===== src/rtl/uart_pkg.sv =====
// Shared types and helpers for the UART transmit/receive paths.
package uart_pkg;

    localparam int MIN_DATA_BITS = 5;

    typedef enum logic [1:0] {
        NONE = 2'd0,
        EVEN = 2'd1,
        ODD  = 2'd2
    } parity_e;

    typedef enum logic [2:0] {
        IDLE,
        START,
        DATA,
        PARITY,
        STOP
    } tx_state_e;

    // Clock cycles per bit (integer truncation).
    function automatic int baud_div(input longint sysclk_rate, input longint baud_rate);
        return int'(sysclk_rate / baud_rate);
    endfunction

    // Encoding 3 is an alias for "no parity".
    function automatic parity_e decode_parity(input logic [1:0] cfg);
        case (cfg)
            2'd1:    return EVEN;
            2'd2:    return ODD;
            default: return NONE;
        endcase
    endfunction

endpackage


===== src/rtl/uart_sync_fifo.sv =====
// Synchronous FIFO with registered level/full/empty and a sticky overflow flag.
// A write while full is dropped even if a pop happens on the same edge.
module uart_sync_fifo #(
    parameter  int WIDTH = 9,
    parameter  int DEPTH = 8,
    localparam int AW    = $clog2(DEPTH),
    localparam int LW    = $clog2(DEPTH + 1)
) (
    input  logic             i_clk,
    input  logic             i_rst,
    input  logic             i_wr_en,
    input  logic [WIDTH-1:0] i_wr_data,
    input  logic             i_rd_en,
    input  logic             i_clr_overflow,
    output logic [WIDTH-1:0] o_rd_data,
    output logic             o_full,
    output logic             o_empty,
    output logic             o_overflow,
    output logic [LW-1:0]    o_level
);

    logic [WIDTH-1:0] r_mem [DEPTH];
    logic [AW-1:0]    r_wr_ptr;
    logic [AW-1:0]    r_rd_ptr;
    logic [LW-1:0]    r_level;
    logic             r_full;
    logic             r_empty;
    logic             r_overflow;

    logic             w_push;
    logic             w_pop;
    logic [LW-1:0]    w_level_nxt;

    assign w_push = i_wr_en & ~r_full;
    assign w_pop  = i_rd_en & ~r_empty;

    // Next fill level; a simultaneous push and pop leaves it unchanged.
    always_comb begin
        w_level_nxt = r_level;
        if (w_push && !w_pop)
            w_level_nxt = r_level + LW'(1);
        else if (w_pop && !w_push)
            w_level_nxt = r_level - LW'(1);
    end

    // Storage array; contents are don't-care until written.
    always_ff @(posedge i_clk) begin
        if (w_push)
            r_mem[r_wr_ptr] <= i_wr_data;
    end

    // Pointers, level, flags; flags derive from the next level so they move on the same edge.
    always_ff @(posedge i_clk) begin
        if (i_rst) begin
            r_wr_ptr   <= '0;
            r_rd_ptr   <= '0;
            r_level    <= '0;
            r_full     <= 1'b0;
            r_empty    <= 1'b1;
            r_overflow <= 1'b0;
        end else begin
            if (w_push)
                r_wr_ptr <= r_wr_ptr + AW'(1);
            if (w_pop)
                r_rd_ptr <= r_rd_ptr + AW'(1);
            r_level <= w_level_nxt;
            r_full  <= (w_level_nxt == LW'(DEPTH));
            r_empty <= (w_level_nxt == '0);
            // Set wins over clear.
            if (i_wr_en && r_full)
                r_overflow <= 1'b1;
            else if (i_clr_overflow)
                r_overflow <= 1'b0;
        end
    end

    assign o_rd_data  = r_mem[r_rd_ptr];
    assign o_full     = r_full;
    assign o_empty    = r_empty;
    assign o_overflow = r_overflow;
    assign o_level    = r_level;

endmodule


===== src/rtl/uart_tx_fifo.sv =====
// Buffered UART transmitter: FIFO feeding a frame serialiser with per-frame
// latched format (data width, parity, stop bits) and CTS gating at frame start.
module uart_tx_fifo
    import uart_pkg::*;
#(
    parameter int SYSCLK_RATE   = 100000000,
    parameter int BAUD_RATE     = 9600,
    parameter int MAX_DATA_BITS = 9,
    parameter int FIFO_DEPTH    = 8
) (
    input  logic                             SysClk,
    input  logic                             Rst,
    input  logic                             Wr_En,
    input  logic [MAX_DATA_BITS-1:0]         Wr_Data,
    input  logic [3:0]                       Cfg_Data_Bits,
    input  logic [1:0]                       Cfg_Parity,
    input  logic                             Cfg_Stop_Bits,
    input  logic                             CTS,
    input  logic                             Clr_Overflow,
    output logic                             Tx,
    output logic                             Tx_Busy,
    output logic                             FIFO_Empty,
    output logic                             FIFO_Full,
    output logic                             FIFO_Overflow,
    output logic [$clog2(FIFO_DEPTH+1)-1:0]  Fill_Level
);

    localparam int             DIV      = baud_div(SYSCLK_RATE, BAUD_RATE);
    localparam int             CW       = (DIV > 1) ? $clog2(DIV) : 1;
    localparam logic [CW-1:0]  DIV_LAST = CW'(DIV - 1);

    // Serialiser state
    tx_state_e                r_state;
    tx_state_e                w_state_nxt;
    logic                     r_tx;
    logic                     w_tx_nxt;
    logic                     r_busy;
    logic [CW-1:0]            r_div_cnt;
    logic [3:0]               r_bit_idx;
    logic [3:0]               w_idx_nxt;
    logic [MAX_DATA_BITS-1:0] r_shift;

    // Per-frame latched configuration
    logic [3:0]               r_dbits;
    logic                     r_par_en;
    logic                     r_par_bit;
    logic                     r_stop2;

    // Control / datapath wires
    logic                     w_start;
    logic                     w_shift;
    logic                     w_bit_end;
    logic                     w_can_start;
    logic [3:0]               w_eff_bits;
    logic [MAX_DATA_BITS-1:0] w_mask;
    logic [MAX_DATA_BITS-1:0] w_char;
    parity_e                  w_parity;
    logic                     w_fifo_empty;
    logic [MAX_DATA_BITS-1:0] w_fifo_data;

    uart_sync_fifo #(
        .WIDTH (MAX_DATA_BITS),
        .DEPTH (FIFO_DEPTH)
    ) u_fifo (
        .i_clk          (SysClk),
        .i_rst          (Rst),
        .i_wr_en        (Wr_En),
        .i_wr_data      (Wr_Data),
        .i_rd_en        (w_start),
        .i_clr_overflow (Clr_Overflow),
        .o_rd_data      (w_fifo_data),
        .o_full         (FIFO_Full),
        .o_empty        (w_fifo_empty),
        .o_overflow     (FIFO_Overflow),
        .o_level        (Fill_Level)
    );

    assign FIFO_Empty  = w_fifo_empty;
    assign w_bit_end   = (r_div_cnt == DIV_LAST);
    assign w_can_start = ~w_fifo_empty & CTS;
    assign w_parity    = decode_parity(Cfg_Parity);

    // Clamp requested width and mask off character bits beyond it.
    always_comb begin
        if (Cfg_Data_Bits < 4'(MIN_DATA_BITS))
            w_eff_bits = 4'(MIN_DATA_BITS);
        else if (Cfg_Data_Bits > 4'(MAX_DATA_BITS))
            w_eff_bits = 4'(MAX_DATA_BITS);
        else
            w_eff_bits = Cfg_Data_Bits;
        for (int i = 0; i < MAX_DATA_BITS; i++)
            w_mask[i] = (i < int'(w_eff_bits));
        w_char = w_fifo_data & w_mask;
    end

    // Next state and next line level; Tx is registered so it is computed one edge ahead.
    always_comb begin
        w_state_nxt = r_state;
        w_tx_nxt    = r_tx;
        w_idx_nxt   = r_bit_idx;
        w_start     = 1'b0;
        w_shift     = 1'b0;
        unique case (r_state)
            IDLE: begin
                w_tx_nxt = 1'b1;
                if (w_can_start)
                    w_start = 1'b1;
            end
            START: begin
                if (w_bit_end) begin
                    w_state_nxt = DATA;
                    w_tx_nxt    = r_shift[0];
                    w_idx_nxt   = 4'd0;
                end
            end
            DATA: begin
                if (w_bit_end) begin
                    if (r_bit_idx == r_dbits - 4'd1) begin
                        w_idx_nxt = 4'd0;
                        if (r_par_en) begin
                            w_state_nxt = PARITY;
                            w_tx_nxt    = r_par_bit;
                        end else begin
                            w_state_nxt = STOP;
                            w_tx_nxt    = 1'b1;
                        end
                    end else begin
                        // Next bit is r_shift[1]; shift so it sits at [0] afterwards.
                        w_tx_nxt  = r_shift[1];
                        w_shift   = 1'b1;
                        w_idx_nxt = r_bit_idx + 4'd1;
                    end
                end
            end
            PARITY: begin
                if (w_bit_end) begin
                    w_state_nxt = STOP;
                    w_tx_nxt    = 1'b1;
                    w_idx_nxt   = 4'd0;
                end
            end
            STOP: begin
                if (w_bit_end) begin
                    if (r_stop2 && r_bit_idx == 4'd0) begin
                        w_idx_nxt = 4'd1;
                    end else begin
                        // Last stop bit: chain straight into the next frame if allowed.
                        w_state_nxt = IDLE;
                        w_tx_nxt    = 1'b1;
                        w_idx_nxt   = 4'd0;
                        if (w_can_start)
                            w_start = 1'b1;
                    end
                end
            end
            default: begin
                w_state_nxt = IDLE;
                w_tx_nxt    = 1'b1;
            end
        endcase
        if (w_start) begin
            w_state_nxt = START;
            w_tx_nxt    = 1'b0;
            w_idx_nxt   = 4'd0;
        end
    end

    // State, line, bit timer and frame-start latch of character and format.
    always_ff @(posedge SysClk) begin
        if (Rst) begin
            r_state   <= IDLE;
            r_tx      <= 1'b1;
            r_busy    <= 1'b0;
            r_div_cnt <= '0;
            r_bit_idx <= '0;
            r_shift   <= '0;
            r_dbits   <= 4'(MIN_DATA_BITS);
            r_par_en  <= 1'b0;
            r_par_bit <= 1'b0;
            r_stop2   <= 1'b0;
        end else begin
            r_state   <= w_state_nxt;
            r_tx      <= w_tx_nxt;
            r_busy    <= (w_state_nxt != IDLE);
            r_bit_idx <= w_idx_nxt;
            if (w_start) begin
                r_div_cnt <= '0;
                r_shift   <= w_char;
                r_dbits   <= w_eff_bits;
                r_par_en  <= (w_parity != NONE);
                r_par_bit <= (^w_char) ^ (w_parity == ODD);
                r_stop2   <= Cfg_Stop_Bits;
            end else if (r_state != IDLE) begin
                r_div_cnt <= w_bit_end ? '0 : r_div_cnt + CW'(1);
                if (w_shift)
                    r_shift <= r_shift >> 1;
            end
        end
    end

    assign Tx      = r_tx;
    assign Tx_Busy = r_busy;

endmodule


===== config.mk =====
export PLATFORM = sky130hd
export DESIGN_NAME = uart_tx_fifo
export DESIGN_NICKNAME = d
export VERILOG_FILES = /design/src/rtl/uart_pkg.sv /design/src/rtl/uart_sync_fifo.sv /design/src/rtl/uart_tx_fifo.sv
export SDC_FILE = /design/constraint.sdc
export NUM_CORES = 1
export LEC_CHECK = 0
export CAP_MARGIN = 30
export CORE_MARGIN = 8
export CORE_UTILIZATION = 54
export DETAILED_ROUTE_END_ITERATION = 10
export GPL_ROUTABILITY_DRIVEN = 0
export PLACE_DENSITY_LB_ADDON = 0.05
export SLEW_MARGIN = 20
export SYNTH_ARGS = -nofsm -noshare
export SYNTH_HDL_FRONTEND = slang
export SYNTH_HIERARCHICAL = 1
export SYNTH_SLANG_ARGS = --single-unit

===== constraint.sdc =====
create_clock -name SysClk -period 2.5 [get_ports SysClk]
set_input_delay 0.25 -clock SysClk [delete_from_list [all_inputs] [get_ports SysClk]]
set_output_delay 0.25 -clock SysClk [all_outputs]
set_load 0.005 [all_outputs]

==> impl_metrics.xml, run 1 <==
<?xml version="1.0" encoding="UTF-8"?>
<metrics>
  <group name="routing">
    <metric name="final_antenna_net_count" unit="">0</metric>
    <metric name="drt_via_density" unit="">5.554</metric>
    <metric name="detail_route.iter0.violations" unit="">233</metric>
    <metric name="drt_pre_antenna_iters" unit="">5</metric>
    <metric name="postRouteWirelength" unit="um">11230</metric>
    <metric name="num_vias" unit="">3577</metric>
    <metric name="drt_drc_violations_left" unit="">0</metric>
    <metric name="detail_route.wl_per_cell" unit="um">17.44</metric>
  </group>
  <group name="setup_path">
    <metric name="worstSetupStartpoint" unit="">r_div_cnt[10]$_SDFFE_PP0P_</metric>
    <metric name="cp-start-kind" unit="">flop</metric>
    <metric name="critPathMaxStageDelay" unit="ps">440</metric>
    <metric name="critPathMaxFanout" unit="">4</metric>
    <metric name="critical_path.reg2reg.startpoint" unit="">r_div_cnt[10]$_SDFFE_PP0P_</metric>
    <metric name="critical_path_class" unit="">reg2reg</metric>
    <metric name="critPathBufInv" unit="">1</metric>
    <metric name="crit_path_leading_delay_family" unit="">compound AO/OA/AOI/OAI gates</metric>
    <metric name="path_cells" unit="">nor4b_4 &gt; and4_4 &gt; nand2b_1 &gt; a2111o_1 &gt; inv_2 &gt; and2b_2 &gt; nor2_2 &gt; a22oi_2 &gt; xnor2_1 &gt; o31ai_1</metric>
    <metric name="critPathArrivalTime" unit="ps">2850</metric>
    <metric name="critical_path.slowest_cell" unit="">a2111o_1</metric>
    <metric name="worst-endpoint-required" unit="ps">2930</metric>
    <metric name="kind_of_end_point_of_the_critical_path" unit="">flop</metric>
  </group>
  <group name="final_layout">
    <metric name="multiInputGateArea" unit="mm^2">0.002285</metric>
    <metric name="areaGrowthSynthToFinish" unit="%">23.32</metric>
    <metric name="layout.core_utilization" unit="">0.6784</metric>
    <metric name="final_design_area_no_fill" unit="mm^2">0.006940</metric>
    <metric name="drive_gt1_frac" unit="">0.2067</metric>
    <metric name="fillerInstances" unit="">743</metric>
    <metric name="layout.area.seq" unit="mm^2">0.003281</metric>
    <metric name="n_antenna_cell" unit="">0</metric>
    <metric name="finalNetCount" unit="">525</metric>
    <metric name="final-instance-count-excl-fill" unit="">644</metric>
  </group>
  <group name="sta">
    <metric name="hold_viol_final" unit="">0</metric>
    <metric name="final-max-slew-violation-count" unit="">0</metric>
    <metric name="post-route-period-util" unit="">0.9704</metric>
    <metric name="setup-violations-final" unit="">0</metric>
    <metric name="worst_clock_skew" unit="ps">6.916</metric>
    <metric name="tns" unit="ps">0</metric>
    <metric name="max_freq" unit="MHz">412.2</metric>
    <metric name="timing.max_slew.rel_slack" unit="">0.5892</metric>
    <metric name="post-route-min-period" unit="ps">2426</metric>
    <metric name="worst-slew-pin-transition" unit="ps">608.5</metric>
    <metric name="rsz0062_at_grt" unit="">true</metric>
  </group>
  <group name="synthesis">
    <metric name="synth_edf_count" unit="">72</metric>
    <metric name="yosys.cell_count.top_type" unit="">edfxtp_1</metric>
    <metric name="top_cells_by_count_synth" unit="">edfxtp_1 (72), dfxtp_1 (55), nor2_1 (50), nand2_1 (27), mux4_1 (18)</metric>
    <metric name="synth.area.top_cells" unit="">edfxtp_1 (38%), dfxtp_1 (20%), mux4_1 (8.4%)</metric>
    <metric name="synthesis.area_per_instance" unit="um^2">13.00</metric>
    <metric name="ys.flop_type" unit="">edfxtp_1</metric>
    <metric name="ys_ff_latch" unit="">127</metric>
    <metric name="ys_warn_count" unit="">6</metric>
    <metric name="yosysTopAreaCell" unit="">edfxtp_1</metric>
    <metric name="mappedNetlistArea" unit="mm^2">0.005628</metric>
    <metric name="yosysSeqAreaShare" unit="">0.5798</metric>
    <metric name="yosys.area.top_type_share" unit="">0.3842</metric>
    <metric name="postSynthCellCount" unit="">433</metric>
    <metric name="synth_async_sr_flop_share" unit="">0</metric>
    <metric name="post_synth_num_cell_types" unit="">57</metric>
    <metric name="syn_nets" unit="">463</metric>
  </group>
  <group name="die">
    <metric name="initial_core_util" unit="">0.5501</metric>
    <metric name="die_h" unit="um">118.1</metric>
    <metric name="ios" unit="">30</metric>
    <metric name="design.die.area" unit="mm^2">0.01395</metric>
    <metric name="core_area" unit="mm^2">0.01023</metric>
    <metric name="floorplan.rows" unit="">37</metric>
    <metric name="die_wd" unit="um">118.1</metric>
  </group>
  <group name="pwr">
    <metric name="cellPowerDensity" unit="mW/mm^2">762.3</metric>
    <metric name="power.static_leakage" unit="nW">2.498</metric>
    <metric name="post-layout-total-power" unit="mW">5.291</metric>
    <metric name="irDropWorstVdd" unit="mV">0.6538</metric>
  </group>
  <group name="clock_tree">
    <metric name="cts.sinks" unit="">127</metric>
    <metric name="clk_pin_slew" unit="ps">60</metric>
    <metric name="cts_tree" unit="">done</metric>
    <metric name="cts_root_buf" unit="">clkbuf_8</metric>
    <metric name="numCtsBuffers" unit="">17</metric>
    <metric name="depth_of_the_cts_h_tree" unit="">4</metric>
    <metric name="cts.hold.buffers_added" unit="">0</metric>
    <metric name="clockBufferDepth" unit="">2</metric>
    <metric name="clk-insertion-delay-late" unit="ps">520</metric>
  </group>
  <group name="global_routing">
    <metric name="grt_pass1_vias" unit="">3553</metric>
    <metric name="grt_usage" unit="">0.1628</metric>
    <metric name="grt_max_degree" unit="">33</metric>
    <metric name="grt_antenna_before_repair" unit="">0</metric>
    <metric name="grt_overflow_total" unit="">0</metric>
    <metric name="grt_first_pass_wirelength" unit="um">17770</metric>
  </group>
  <group name="placement">
    <metric name="dpl-instance-area" unit="mm^2">0.006162</metric>
    <metric name="cells_after_dpl" unit="">602</metric>
    <metric name="io_buffers" unit="">29</metric>
    <metric name="post-dp-hpwl" unit="um">7121</metric>
  </group>
  <group name="min_path">
    <metric name="hold_path_startpoint" unit="">Cfg_Stop_Bits</metric>
    <metric name="min_path_type" unit="">in2reg</metric>
  </group>
  <group name="flow_run">
    <metric name="cap_violations" unit="">0</metric>
  </group>
  <group name="run_status">
    <metric name="status" unit="">complete, no violations</metric>
  </group>
</metrics>
-- state kept, by name (all words and copies together) (netlist names), named ones only --
register           cells
Tx                     1
u_fifo/o_level         4
r_shift                9
u_fifo/r_rd_ptr        3
u_fifo/r_mem          72
r_div_cnt             14
u_fifo/o_empty         1
r_stop2                1
u_fifo/r_wr_ptr        3
r_dbits                4
r_par_en               1
r_par_bit              1
u_fifo/o_full          1
r_state                3
u_fifo/o_overflow      1
Tx_Busy                1
r_bit_idx              4
-- timing repair --
action                     4_1_cts  5_1_grt
buffers inserted                 0       10
setup endpoints to repair        0        5
resized for setup                0       25
-- cell type report --
class / count / share of cell area
Sequential cell: 127 / 0.4727
Multi-Input combinational cell: 276 / 0.3292
Timing Repair Buffer: 62 / 0.08365
Clock buffer: 17 / 0.05967
Tap cell: 136 / 0.02452
Clock inverter: 15 / 0.02434
Inverter: 11 / 0.005949
-- stage by stage --
| step | hold WS [ps] | setup slack, ps |
|---|---|---|
| after global placement | 456.4 | 77.03 |
| after detailed placement | 458.8 | 48.41 |
| after floorplan | 322.1 | -12.96 |
| after global routing | 320.3 | -93.60 |
| final | 312.2 | 73.99 |
| after CTS | 280.7 | 46.30 |
-- cells in the final DEF, fill, tap and decap left out, types with 2 or more instances in the layout --
master and instances:
clkbuf_16 17, nand2_1 26, buf_4 30, dfxtp_2 5, inv_1 10, bufinv_16 3
dfxtp_1 47, nand4_1 6, o211ai_1 2, and2_1 3, nand3_1 10, mux2_2 11
clkinv_1 3, a21boi_0 3, buf_12 2, clkinvlp_4 3, nand2b_1 11, mux2i_1 9
a211oi_1 7, and3_1 2, xor2_1 15, inv_6 2, nand3b_1 3, nor2_1 48
ha_1 8, a311oi_1 3, clkinv_4 2, edfxtp_1 72, o21ai_0 7, a21oi_1 17
clkdlybuf4s50_1 29, dfxtp_4 3, or3b_2 2, mux4_1 18, xnor2_1 16, nor3_1 10
a211oi_2 3, clkinv_2 2, or3_1 2, a211o_1 2
-- tightest hold or removal path: stages --
cell,delay (ps)
clkdlybuf4s50_1,400
nand2_1,70
a21oi_1,50
-- per-layer routing --
layer  global-route usage  part of all wire  routed length (um)
met4              0.06725             0.013                 144
met3              0.05180             0.056                 633
met5                    0                 0                   0
met1               0.1974              0.43                4843
met2               0.2629              0.50                5608
-- path summary, 6_finish.rpt --
check / slack, ps / end / cells past startpoint
setup / recovery: 70 / u_fifo/o_empty$_SDFF_PP1_ / 10
hold reg to reg: 470 / r_stop2$_SDFFE_PP0P_ / 2
setup reg to reg: 70 / u_fifo/o_empty$_SDFF_PP1_ / 10
hold / removal: 310 / r_stop2$_SDFFE_PP0P_ / 3
-- cell families after synthesis --
family,synth area share
and+or+nand+nor,0.1229
DFF,0.5798
AOI/OAI and AO/OA,0.07048
muxes,0.1241
xor gates and xnor gates,0.05380
buffers and inverters,0.02890
adders and majority gates,0.02001
-- power by group --
group	total [mW]	leakage, nW	switching, mW	internal [mW]
clock network	2.41	0.277	0.896	1.51
registers	2.34	1.11	0.0570	2.29
logic	0.541	1.12	0.261	0.280
total	5.29	2.50	1.21	4.08
Note: power is estimated with default switching activity, not from simulation.
==> run 2, diff against run 1 <==
--- a/config.mk
+++ b/config.mk
@@ -10,7 +10,8 @@
 export CORE_UTILIZATION = 54
 export DETAILED_ROUTE_END_ITERATION = 10
 export GPL_ROUTABILITY_DRIVEN = 0
-export PLACE_DENSITY_LB_ADDON = 0.05
+export HOLD_SLACK_MARGIN = 0.12
+export PLACE_DENSITY = 0.81
 export SLEW_MARGIN = 20
 export SYNTH_ARGS = -nofsm -noshare
 export SYNTH_HDL_FRONTEND = slang
==> impl_metrics.xml, run 2 (synthesized netlist as in run 1, its figures left out) <==
<?xml version="1.0" encoding="UTF-8"?>
<metrics>
  <group name="run_status">
    <metric name="status" unit="">complete, no violations</metric>
  </group>
  <group name="sta">
    <metric name="rsz0062_at_grt" unit="">true</metric>
    <metric name="tns" unit="ps">0</metric>
    <metric name="setup-violations-final" unit="">0</metric>
    <metric name="worst-slew-pin-transition" unit="ps">589.3</metric>
    <metric name="hold_viol_final" unit="">0</metric>
    <metric name="worst_clock_skew" unit="ps">6.441</metric>
    <metric name="max_freq" unit="MHz">413.2</metric>
    <metric name="whs" unit="ps">310.4</metric>
    <metric name="post-route-period-util" unit="">0.9680</metric>
    <metric name="final-max-slew-violation-count" unit="">0</metric>
    <metric name="layout_setup_ws" unit="ps">80.03</metric>
    <metric name="timing.max_slew.rel_slack" unit="">0.6022</metric>
    <metric name="post-route-min-period" unit="ps">2420</metric>
  </group>
  <group name="setup_path">
    <metric name="worst-endpoint-required" unit="ps">2940</metric>
    <metric name="critPathMaxFanout" unit="">6</metric>
    <metric name="kind_of_end_point_of_the_critical_path" unit="">flop</metric>
    <metric name="worstSetupStartpoint" unit="">r_div_cnt[10]$_SDFFE_PP0P_</metric>
    <metric name="critical_path_class" unit="">reg2reg</metric>
    <metric name="cp-start-kind" unit="">flop</metric>
    <metric name="critical_path.slowest_cell" unit="">a2111o_1</metric>
    <metric name="critPathArrivalTime" unit="ps">2860</metric>
    <metric name="crit-reg2reg-capture" unit="">u_fifo/o_empty$_SDFF_PP1_</metric>
    <metric name="path_cells" unit="">nor4b_4 &gt; and4_1 &gt; nand2b_1 &gt; a2111o_1 &gt; inv_2 &gt; and2b_2 &gt; nor2_4 &gt; a22oi_2 &gt; xnor2_2 &gt; o31ai_1</metric>
    <metric name="critPathBufInv" unit="">1</metric>
    <metric name="timing.reg2reg.setup_slack" unit="ps">80</metric>
    <metric name="timing.reg2reg.worst_path_depth" unit="">10</metric>
    <metric name="critical_path.reg2reg.startpoint" unit="">r_div_cnt[10]$_SDFFE_PP0P_</metric>
    <metric name="critPathMaxStageDelay" unit="ps">440</metric>
    <metric name="crit_path_leading_delay_family" unit="">compound AO/OA/AOI/OAI gates</metric>
  </group>
  <group name="clock_tree">
    <metric name="clk_pin_slew" unit="ps">60</metric>
    <metric name="clk-insertion-delay-late" unit="ps">520</metric>
    <metric name="cts.sinks" unit="">127</metric>
    <metric name="cts_tree" unit="">done</metric>
    <metric name="clockBufferDepth" unit="">2</metric>
    <metric name="numCtsBuffers" unit="">17</metric>
    <metric name="depth_of_the_cts_h_tree" unit="">4</metric>
    <metric name="cts_root_buf" unit="">clkbuf_8</metric>
  </group>
  <group name="global_routing">
    <metric name="grt_overflow_total" unit="">0</metric>
    <metric name="grt_antenna_before_repair" unit="">0</metric>
    <metric name="grt_max_degree" unit="">24</metric>
    <metric name="grt_pass1_vias" unit="">3641</metric>
    <metric name="grt_first_pass_wirelength" unit="um">17680</metric>
    <metric name="global_route.peak_usage_layer" unit="">met2</metric>
    <metric name="grt_usage" unit="">0.1634</metric>
    <metric name="grt.met1_usage" unit="">0.1754</metric>
    <metric name="use_met2" unit="">0.2778</metric>
    <metric name="grt.met3_usage" unit="">0.06379</metric>
  </group>
  <group name="routing">
    <metric name="drt_drc_violations_left" unit="">0</metric>
    <metric name="num_vias" unit="">3604</metric>
    <metric name="postRouteWirelength" unit="um">11060</metric>
    <metric name="final_antenna_net_count" unit="">0</metric>
    <metric name="drt_via_density" unit="">5.667</metric>
    <metric name="drt_pre_antenna_iters" unit="">4</metric>
    <metric name="detail_route.wl_per_cell" unit="um">17.39</metric>
    <metric name="detail_route.iter0.violations" unit="">218</metric>
  </group>
  <group name="die">
    <metric name="ios" unit="">30</metric>
    <metric name="floorplan.rows" unit="">37</metric>
    <metric name="die_h" unit="um">118.1</metric>
    <metric name="core_area" unit="mm^2">0.01023</metric>
    <metric name="die_wd" unit="um">118.1</metric>
    <metric name="design.die.area" unit="mm^2">0.01395</metric>
    <metric name="initial_core_util" unit="">0.5501</metric>
  </group>
  <group name="placement">
    <metric name="cells_after_dpl" unit="">601</metric>
    <metric name="post-dp-hpwl" unit="um">7167</metric>
    <metric name="io_buffers" unit="">29</metric>
    <metric name="preCtsSetupSlack" unit="ps">32.49</metric>
    <metric name="dpl-instance-area" unit="mm^2">0.006148</metric>
  </group>
  <group name="min_path">
    <metric name="min_path_type" unit="">in2reg</metric>
    <metric name="min_to" unit="">r_stop2$_SDFFE_PP0P_</metric>
    <metric name="hold_path_startpoint" unit="">Cfg_Stop_Bits</metric>
    <metric name="worst_hold_path.num_cells" unit="">3</metric>
  </group>
  <group name="final_layout">
    <metric name="areaGrowthSynthToFinish" unit="%">20.85</metric>
    <metric name="finalNetCount" unit="">517</metric>
    <metric name="layout.core_utilization" unit="">0.6648</metric>
    <metric name="most_common_cell_after_layout_fill_and_taps_aside" unit="">edfxtp_1</metric>
    <metric name="largest_reg_flops" unit="">72</metric>
    <metric name="drive_gt1_frac" unit="">0.1940</metric>
    <metric name="top_regs" unit="">u_fifo/r_mem (72), r_div_cnt (14), r_shift (9)</metric>
    <metric name="final-instance-count-excl-fill" unit="">636</metric>
    <metric name="final_design_area_no_fill" unit="mm^2">0.006802</metric>
    <metric name="max_flop_register" unit="">u_fifo/r_mem</metric>
    <metric name="commonest_cells_after_routing_fill_and_taps_aside" unit="">edfxtp_1 (72), nor2_1 (48), dfxtp_1 (47)</metric>
    <metric name="n_antenna_cell" unit="">0</metric>
  </group>
  <group name="pwr">
    <metric name="power.static_leakage" unit="nW">2.445</metric>
    <metric name="post-layout-total-power" unit="mW">5.155</metric>
    <metric name="cellPowerDensity" unit="mW/mm^2">757.9</metric>
    <metric name="irDropWorstVdd" unit="mV">0.7434</metric>
  </group>
  <group name="flow_run">
    <metric name="cap_violations" unit="">0</metric>
  </group>
</metrics>
[run 2: metal layers]
layer / vias up / part of all wire
met5: - / 0
met4: 0 / 0.019
met3: 18 / 0.042
met2: 90 / 0.52
met1: 1766 / 0.42
li1: 1730 / -
[run 2: what timing repair did]
item,in CTS,in global routing
setup buffers,0,4
endpoints found under the setup margin,1,4
pin swaps,0,9
gates resized for setup,2,18
hold buffers,0,0
[run 2: final cells by class]
class                      count  area, um^2
timing repair buffer          54       490.5
clock inverter                15       141.4
clock buffer                  17       414.1
inverter                      11       41.29
fill                         720        3430
tap                          136       170.2
sequential                   127        3273
multi-input combinational    276        2271
[run 2: worst max-delay path by stage]
stage,end,depth (start not counted)
2_1_floorplan,u_fifo/o_full$_SDFF_PP0_,13
3_3_place_gp,r_par_bit$_SDFFE_PP0P_,9
3_5_place_dp,r_par_bit$_SDFFE_PP0P_,9
4_1_cts,r_par_bit$_SDFFE_PP0P_,9
5_1_grt,u_fifo/o_empty$_SDFF_PP1_,10
6_report,u_fifo/o_empty$_SDFF_PP1_,10
[run 2: report_power, final]
group | leakage (nW) | switching, mW | internal (mW)
logic | 1.06 | 0.264 | 0.265
clock network | 0.276 | 1.01 | 1.27
registers | 1.10 | 0.0551 | 2.29
[run 2: worst reg2reg max path, delay by kind of cell (launching register included)]
family          cells  cell delay [ps]
buf+inv             1               80
xor+xnor            1              110
flops               1              350
compound gates      3              910
simple gates        5              890
